<file path="config.mk">
export PLATFORM = sky130hd
export DESIGN_NAME = instr_encoder
export DESIGN_NICKNAME = d
export VERILOG_FILES = /design/src/rtl/instr_encoder.sv
export SDC_FILE = /design/constraint.sdc
export NUM_CORES = 1
export LEC_CHECK = 0
export CORE_ASPECT_RATIO = 0.6
export CORE_MARGIN = 10
export CORE_UTILIZATION = 56
export DETAILED_ROUTE_END_ITERATION = 16
export MAX_ROUTING_LAYER = met4
export PLACE_DENSITY_LB_ADDON = 0.1
export SYNTH_ARGS = -nofsm -noshare
export SYNTH_HDL_FRONTEND = slang
export SYNTH_SLANG_ARGS = --single-unit
</file>
<file path="constraint.sdc">
create_clock -name clk_i -period 11.05 [get_ports clk_i]
set_input_delay 2.21 -clock clk_i [delete_from_list [all_inputs] [get_ports clk_i]]
set_output_delay 2.21 -clock clk_i [all_outputs]
set_load 0.01 [all_outputs]
</file>
<file path="src/rtl/instr_encoder.sv">
// RV32IM field packer: encodes one instruction word per accepted request into a DEPTH-entry output FIFO.
// Optional macro IMM_RANGE_CHECK_EN replaces out-of-range immediates with a NOP and raises range_err_o.
module instr_encoder #(
    parameter int          DEPTH     = 2,
    parameter logic [31:0] BASE_ADDR = 32'h0
) (
    input  logic        clk_i,
    input  logic        rst_i,
    input  logic        in_valid_i,
    output logic        in_ready_o,
    input  logic [3:0]  op_i,
    input  logic [4:0]  rd_i,
    input  logic [4:0]  rs1_i,
    input  logic [4:0]  rs2_i,
    input  logic [31:0] imm_i,
    output logic        out_valid_o,
    input  logic        out_ready_i,
    output logic [31:0] instr_o,
    output logic [31:0] addr_o,
    output logic        err_o,
    output logic        range_err_o
);
    localparam int PW = (DEPTH > 1) ? $clog2(DEPTH) : 1;
    localparam int CW = $clog2(DEPTH + 1);
    localparam logic [31:0] NOP = 32'h0000_0013;
    localparam logic [6:0]  OPC_R = 7'b0110011;
    localparam logic [6:0]  OPC_I = 7'b0010011;

    logic [31:0] instr_mem_q [DEPTH];
    logic [31:0] addr_mem_q  [DEPTH];
    logic [PW-1:0] wptr_q, rptr_q;
    logic [CW-1:0] cnt_q;
    logic [31:0] addr_q;
    logic        err_q;
    logic [31:0] word_d;
    logic        illegal_d;
    logic        push, pop;

    always_comb begin
        word_d    = NOP;
        illegal_d = 1'b0;
        case (op_i)
            4'd0:  word_d = {7'b0000000, rs2_i, rs1_i, 3'b000, rd_i, OPC_R};
            4'd1:  word_d = {7'b0100000, rs2_i, rs1_i, 3'b000, rd_i, OPC_R};
            4'd2:  word_d = {7'b0000000, rs2_i, rs1_i, 3'b111, rd_i, OPC_R};
            4'd3:  word_d = {7'b0000000, rs2_i, rs1_i, 3'b100, rd_i, OPC_R};
            4'd4:  word_d = {7'b0000000, rs2_i, rs1_i, 3'b001, rd_i, OPC_R};
            4'd5:  word_d = {7'b0000001, rs2_i, rs1_i, 3'b000, rd_i, OPC_R};
            4'd6:  word_d = {imm_i[11:0], rs1_i, 3'b000, rd_i, OPC_I};
            4'd7:  word_d = {7'b0100000, imm_i[4:0], rs1_i, 3'b101, rd_i, OPC_I};
            4'd8:  word_d = {imm_i[11:0], rs1_i, 3'b010, rd_i, 7'b0000011};
            4'd9:  word_d = {imm_i[11:5], rs2_i, rs1_i, 3'b010, imm_i[4:0], 7'b0100011};
            4'd10: word_d = {imm_i[12], imm_i[10:5], rs2_i, rs1_i, 3'b000,
                             imm_i[4:1], imm_i[11], 7'b1100011};
            default: illegal_d = 1'b1;
        endcase
    end

`ifdef IMM_RANGE_CHECK_EN
    logic        range_bad;
    logic        rerr_q;
    logic [31:0] word_chk;

    always_comb begin
        range_bad = 1'b0;
        case (op_i)
            4'd6, 4'd8, 4'd9: range_bad = ($signed(imm_i) < -2048) || ($signed(imm_i) > 2047);
            4'd7:  range_bad = (imm_i > 32'd31);
            4'd10: range_bad = ($signed(imm_i) < -4096) || ($signed(imm_i) > 4094) || imm_i[0];
            default: range_bad = 1'b0;
        endcase
        word_chk = range_bad ? NOP : word_d;
    end

    always_ff @(posedge clk_i or posedge rst_i) begin
        if (rst_i)                 rerr_q <= 1'b0;
        else if (push & range_bad) rerr_q <= 1'b1;
    end
    assign range_err_o = rerr_q;
`else
    logic [31:0] word_chk;
    logic        unused_imm_hi;
    assign word_chk      = word_d;
    assign unused_imm_hi = &{1'b0, imm_i[31:13]};
    assign range_err_o   = 1'b0;
`endif

    assign in_ready_o  = !rst_i && (cnt_q < CW'(DEPTH));
    assign out_valid_o = (cnt_q != '0);
    assign push        = in_valid_i & in_ready_o;
    assign pop         = out_valid_o & out_ready_i;
    // Head is gated so an empty FIFO presents zeros rather than stale entries.
    assign instr_o     = out_valid_o ? instr_mem_q[rptr_q] : '0;
    assign addr_o      = out_valid_o ? addr_mem_q[rptr_q]  : '0;
    assign err_o       = err_q;

    always_ff @(posedge clk_i or posedge rst_i) begin
        if (rst_i) begin
            wptr_q <= '0;
            rptr_q <= '0;
            cnt_q  <= '0;
            addr_q <= BASE_ADDR;
            err_q  <= 1'b0;
        end else begin
            if (push) begin
                wptr_q <= (wptr_q == PW'(DEPTH - 1)) ? '0 : wptr_q + 1'b1;
                addr_q <= addr_q + 32'd4;
                if (illegal_d) err_q <= 1'b1;
            end
            if (pop)
                rptr_q <= (rptr_q == PW'(DEPTH - 1)) ? '0 : rptr_q + 1'b1;
            if (push && !pop)      cnt_q <= cnt_q + 1'b1;
            else if (!push && pop) cnt_q <= cnt_q - 1'b1;
        end
    end

    always_ff @(posedge clk_i) begin
        if (push) begin
            instr_mem_q[wptr_q] <= word_chk;
            addr_mem_q[wptr_q]  <= addr_q;
        end
    end
endmodule

</file>
* Yosys cells after proc, flatten, opt, wreduce, memory -nomap -nowiden *
Memory sizes are Yosys's and may differ from the RTL's.
Index checks and enable logic that the tools add are counted.

operators by class
  shifts and indexed selects = 0
  muxes and demuxes = 9
  reductions and logical operators = 11
  add/sub/neg operators = 5
  order comparisons = 1
  divide/modulo/power cells = 0
  eq/ne operators = 10
  multipliers = 0
  bitwise operators = 3

operator list
  cell                   number
  $pmux 32 s11           1
  $mux 32                2
  $add 32x3->32 const B  1
  $eq 4x3->1 const B     4
  $eq 4x4->1 const B     3
  $reduce_or 11->1       1
  $eq 4x2->1 const B     2
  $eq 4x1->1 const B     1
  $logic_not 4->1        1
  $mux 1                 4
  $mux 2                 2
  $reduce_bool 2->1      2
  $logic_and 1x1->1      3
  $logic_not 1->1        3
  $add 1x1->1 const B    2
  $add 2x1->2 const B    1
  $and 1x1->1            2
  $lt 2x2->1 const B     1
  $reduce_and 2->1       1
  $sub 2x1->2 const B    1
  $not 1->1              1

storage, ports and cells
  RAM bits = 128
  output and inout bits = 68
  latch bits = 0
  bits of input ports = 55
  register bits after elaboration = 37
  ROM bits = 0
  memories kept = 2

memories
  name         words  bits a word  rd ports  clocked after memory_dff  write ports  line  source
  addr_mem_q   2      32           1         0                         1            30    logic [31:0] addr_mem_q [DEPTH];
  instr_mem_q  2      32           1         0                         1            29    logic [31:0] instr_mem_q [DEPTH];

* Logic depth before layout (Yosys ltp) *
  depth in word-level cells = 7
  mapped depth = 7
  gate-level depth less buffers = 7

* Least setup slack after synthesis *
Ideal clock, no wire load.

  kind = input port to flip-flop
  start = input port rst_i
  end = memory addr_mem_q[0][10], enable pin
  required time = 10,576 ps
  data arrival time = 5,188 ps
  cell stages on the path = 3
  setup slack = 5,388 ps
  path buffers = 1
  cells stage by stage = or3b_1 > buf_2 > nor2_1

between the ends
  longest elaborated chain between the ends = 5

ends and longest elaborated chain
  item                          line  source
  start: declaration            8     input logic rst_i,
  $logic_not 1->1 (no line)     n/a
  $logic_and 1x1->1             88    assign in_ready_o = !rst_i && (cnt_q < CW'(DEPTH));
  $and 1x1->1                   90    assign push = in_valid_i & in_ready_o;
  $mux 1                        118   if (push) begin
  $mux 1 (not written as such)  120   addr_mem_q[wptr_q] <= addr_q;
  end: declaration              30

No other way between the ends.

* Final worst setup path *
  start = input port rst_i
  end = output port in_ready_o

between the ends
  longest elaborated chain between the ends = 2

ends and longest elaborated chain
  item                       line  source
  $logic_not 1->1 (no line)  n/a
  $logic_and 1x1->1          88
  end: declaration           10    output logic in_ready_o,

No other way between the ends.

==> flow_metrics.py <==
metrics = {
    "worst_setup_path": {
        "startpoint_type": "primary input",
        "crit_slowest_cell": "clkdlybuf4s50_1",
        "timing.rr.end": "cnt_q[1]$_DFFE_PP0P_",
        "cp-end-kind": "output pin",
        "reg2reg_from": "cnt_q[0]$_DFFE_PP0P_",
        "r2r_slack_ns": 8.69,
        "path_max_fanout": 4,
        "crit_arrival_ns": 3.35,
        "crit_chain": "clkdlybuf4s50_1 -> nor2_1 -> clkdlybuf4s50_1",
        "rr_worst_depth": 8,
        "crit_top_cell": "clkdlybuf4s50_1",
        "max_stage_delay_ns": 0.55,
        "path_class": "primary input to output pin",
        "worstPathRequired_ns": 8.84,
    },
    "synth": {
        "synthAdderAreaFrac": 0.00382,
        "synth_edf_count": 116,
        "ys_types": 42,
        "avgSynthCellArea_sq_um": 13.4,
        "ys.warnings.count": 0,
        "synthFlopType": "edfxtp_1",
        "yosysSeqAreaShare": 0.666,
        "synthSimpleGateAreaFrac": 0.124,
        "synth_top_family_by_area": "simple AND/OR/NAND/NOR gates",
        "netlist_area_sq_mm": 0.00655,
        "synth_xor_xnor_area_share": 0.0468,
        "synth_seq_cells": 151,
        "synth.area.mux_share": 0.0936,
        "synth-compound-area-share": 0.0399,
        "synthCells": 487,
        "async_reset_ff_frac": 0.232,
    },
    "power_and_ir_drop": {
        "p_per_area_mw_per_mm2": 236,
        "vdd_drop_max_uv": 142,
        "p_leak_nw": 3.16,
        "p_total_mw": 1.94,
    },
    "die": {
        "num_rows": 30,
        "die_height_um": 104,
        "start_util": 0.576,
        "die-area_sq_mm": 0.0166,
        "coreArea_sq_mm": 0.0114,
        "top_level_ports": 123,
        "die_x_um": 160,
    },
    "clocking": {
        "cts_tree": "done",
        "ctsResizeCount": 0,
        "cts_root_buf": "clkbuf_16",
        "clock_sinks": 151,
        "cts_inserted_buffers": 17,
        "hold_buffers": 0,
        "clock_latency_ns": 0.41,
        "clk_pin_slew_ns": 0.06,
        "cts_buffer_depth": 2,
        "htree_levels": 4,
        "cts_setup_buffers": 0,
    },
    "run": {
        "max_cap_viol_count": 0,
    },
    "timing": {
        "tns_ns": 0,
        "hold_viol": 0,
        "finalMaxSlewViolations": 0,
        "min_period_over_period": 0.503,
        "rsz0062_at_grt": "false",
        "setup_violations": 0,
        "min_period_ns": 5.56,
        "skew_ns": 0.00856,
        "tightestPinTransition_ns": 1.06,
        "fmax_mhz": 180,
        "relSlewSlack": 0.292,
    },
    "routing": {
        "ant_nets": 0,
        "wl_per_cell_um": 18.8,
        "routedLengthMet1_mm": 6.63,
        "routed_wl_mm": 14.2,
        "drc": 0,
        "wl_met3_um": 951,
        "drtIter0Drc": 287,
        "num_vias": 4135,
        "drtPass1Iterations": 6,
        "vias_per_cell": 5.48,
        "top_layer_used": "met4",
        "wl_met2_mm": 6.42,
    },
    "finish": {
        "nNetsFinal": 639,
        "n_antenna_cell": 0,
        "syn_to_final_growth_pct": 26.1,
        "mostFrequentLayoutCell": "edfxtp_1",
        "layout.cells.non_filler": 755,
        "fin_util": 0.726,
        "drive_above_1_share": 0.0807,
        "final_cell_mix": "116 x edfxtp_1, 98 x clkdlybuf4s50_1, 72 x nor2_1",
    },
    "global_routing": {
        "grt_pass1_wl_mm": 23.1,
        "grt_pass1_vias": 4351,
        "antenna_found_initial": 0,
        "grt_max_degree": 60,
        "overflow": 0,
        "grt_usage": 0.179,
    },
    "worst_hold_path": {
        "hp-start": "err_o$_DFFE_PP0P_",
        "worst_hold_path.num_cells": 1,
        "hold_end": "err_o$_DFFE_PP0P_",
        "min_path_type": "flip-flop to flip-flop",
    },
    "place": {
        "hpwlAfterDp_mm": 9.36,
        "place.gp.congestion": 0.781,
        "port_buffers": 98,
        "place_inst": 723,
    },
    "status": {
        "status": "finished, final reports clean",
    },
}
layout make-up:
class                           count  area, sq um
Fill cell                         762         3120
Clock inverter                     14          174
Multi-Input combinational cell    304         2050
Tap cell                          160          200
Clock buffer                       18          429
Inverter                            6         22.5
Sequential cell                   151         4360
Timing Repair Buffer              102         1010
per-stage QoR:
| stage | hold slack (ns) | area (sq um) | setup WS [ns] |
|---|---|---|---|
| final | 0.486 | 8250 | 5.49 |
| after global routing | 0.534 | 8250 | 5.43 |
| after CTS | 0.489 | 8250 | 5.49 |
| after detailed placement | 0.467 | 7650 | 5.49 |
| after global placement | 0.464 | 7650 | 5.48 |
| after floorplan | 0.458 | 6560 | 5.39 |
synth_stat cells (all sizes together) (6+ instances only):
cell type | n | area, sq um
nand3 | 14 | 70.1
nand2b | 10 | 62.6
nand4 | 11 | 68.8
nor3 | 6 | 50.1
and2 | 7 | 43.8
edfxtp | 116 | 3480
clkbuf | 15 | 56.3
xor2 | 9 | 78.8
dfrtp | 35 | 876
nor2 | 74 | 278
mux2i | 59 | 591
o21ai | 8 | 40.0
inv | 6 | 22.5
buf | 15 | 86.3
a22oi | 6 | 45.0
nand2 | 17 | 63.8
a21oi | 11 | 55.1
xnor2 | 26 | 228
worst max-delay path by stage:
stage	cells after the start	from	to	slack [ns]
2_1_floorplan	3	rst_i	addr_mem_q[0][10]$_DFFE_PP_	5.39
3_3_place_gp	3	rst_i	in_ready_o	5.48
3_5_place_dp	3	rst_i	in_ready_o	5.49
4_1_cts	3	rst_i	in_ready_o	5.49
5_1_grt	3	rst_i	in_ready_o	5.43
6_report	3	rst_i	in_ready_o	5.49
critical path: cells and delay by family:
family                 cells  cell delay [ns]
buffers and inverters      2             1.00
AND/OR/NAND/NOR            1             0.14
power breakdown:
part,total (mW),switching [mW],internal [mW]
registers,0.773,0.0894,0.683
clock network,0.584,0.227,0.357
logic,0.588,0.268,0.320
total,1.94,0.585,1.36
kinds of logic after synthesis:
family | count (synthesis)
AND/OR/NAND/NOR | 162
buffers and inverters | 36
adder cells (fa/ha/maj) | 2
AO/OA/AOI/OAI | 39
multiplexers | 61
flip-flops | 151
other | 1
XOR/XNOR | 35
metal layers:
layer	vias up	track usage
met3	17	0.0585
li1	1954	-
met2	138	0.269
met5	-	-
met1	2026	0.230
met4	0	0.0455
registers in the layout, indices dropped and copies added (netlist names):
register     cells
addr_mem_q      60
cnt_q            2
rptr_q           1
instr_mem_q     56
addr_q          30
wptr_q           1
err_o            1
(Power assumes the default switching activity.)
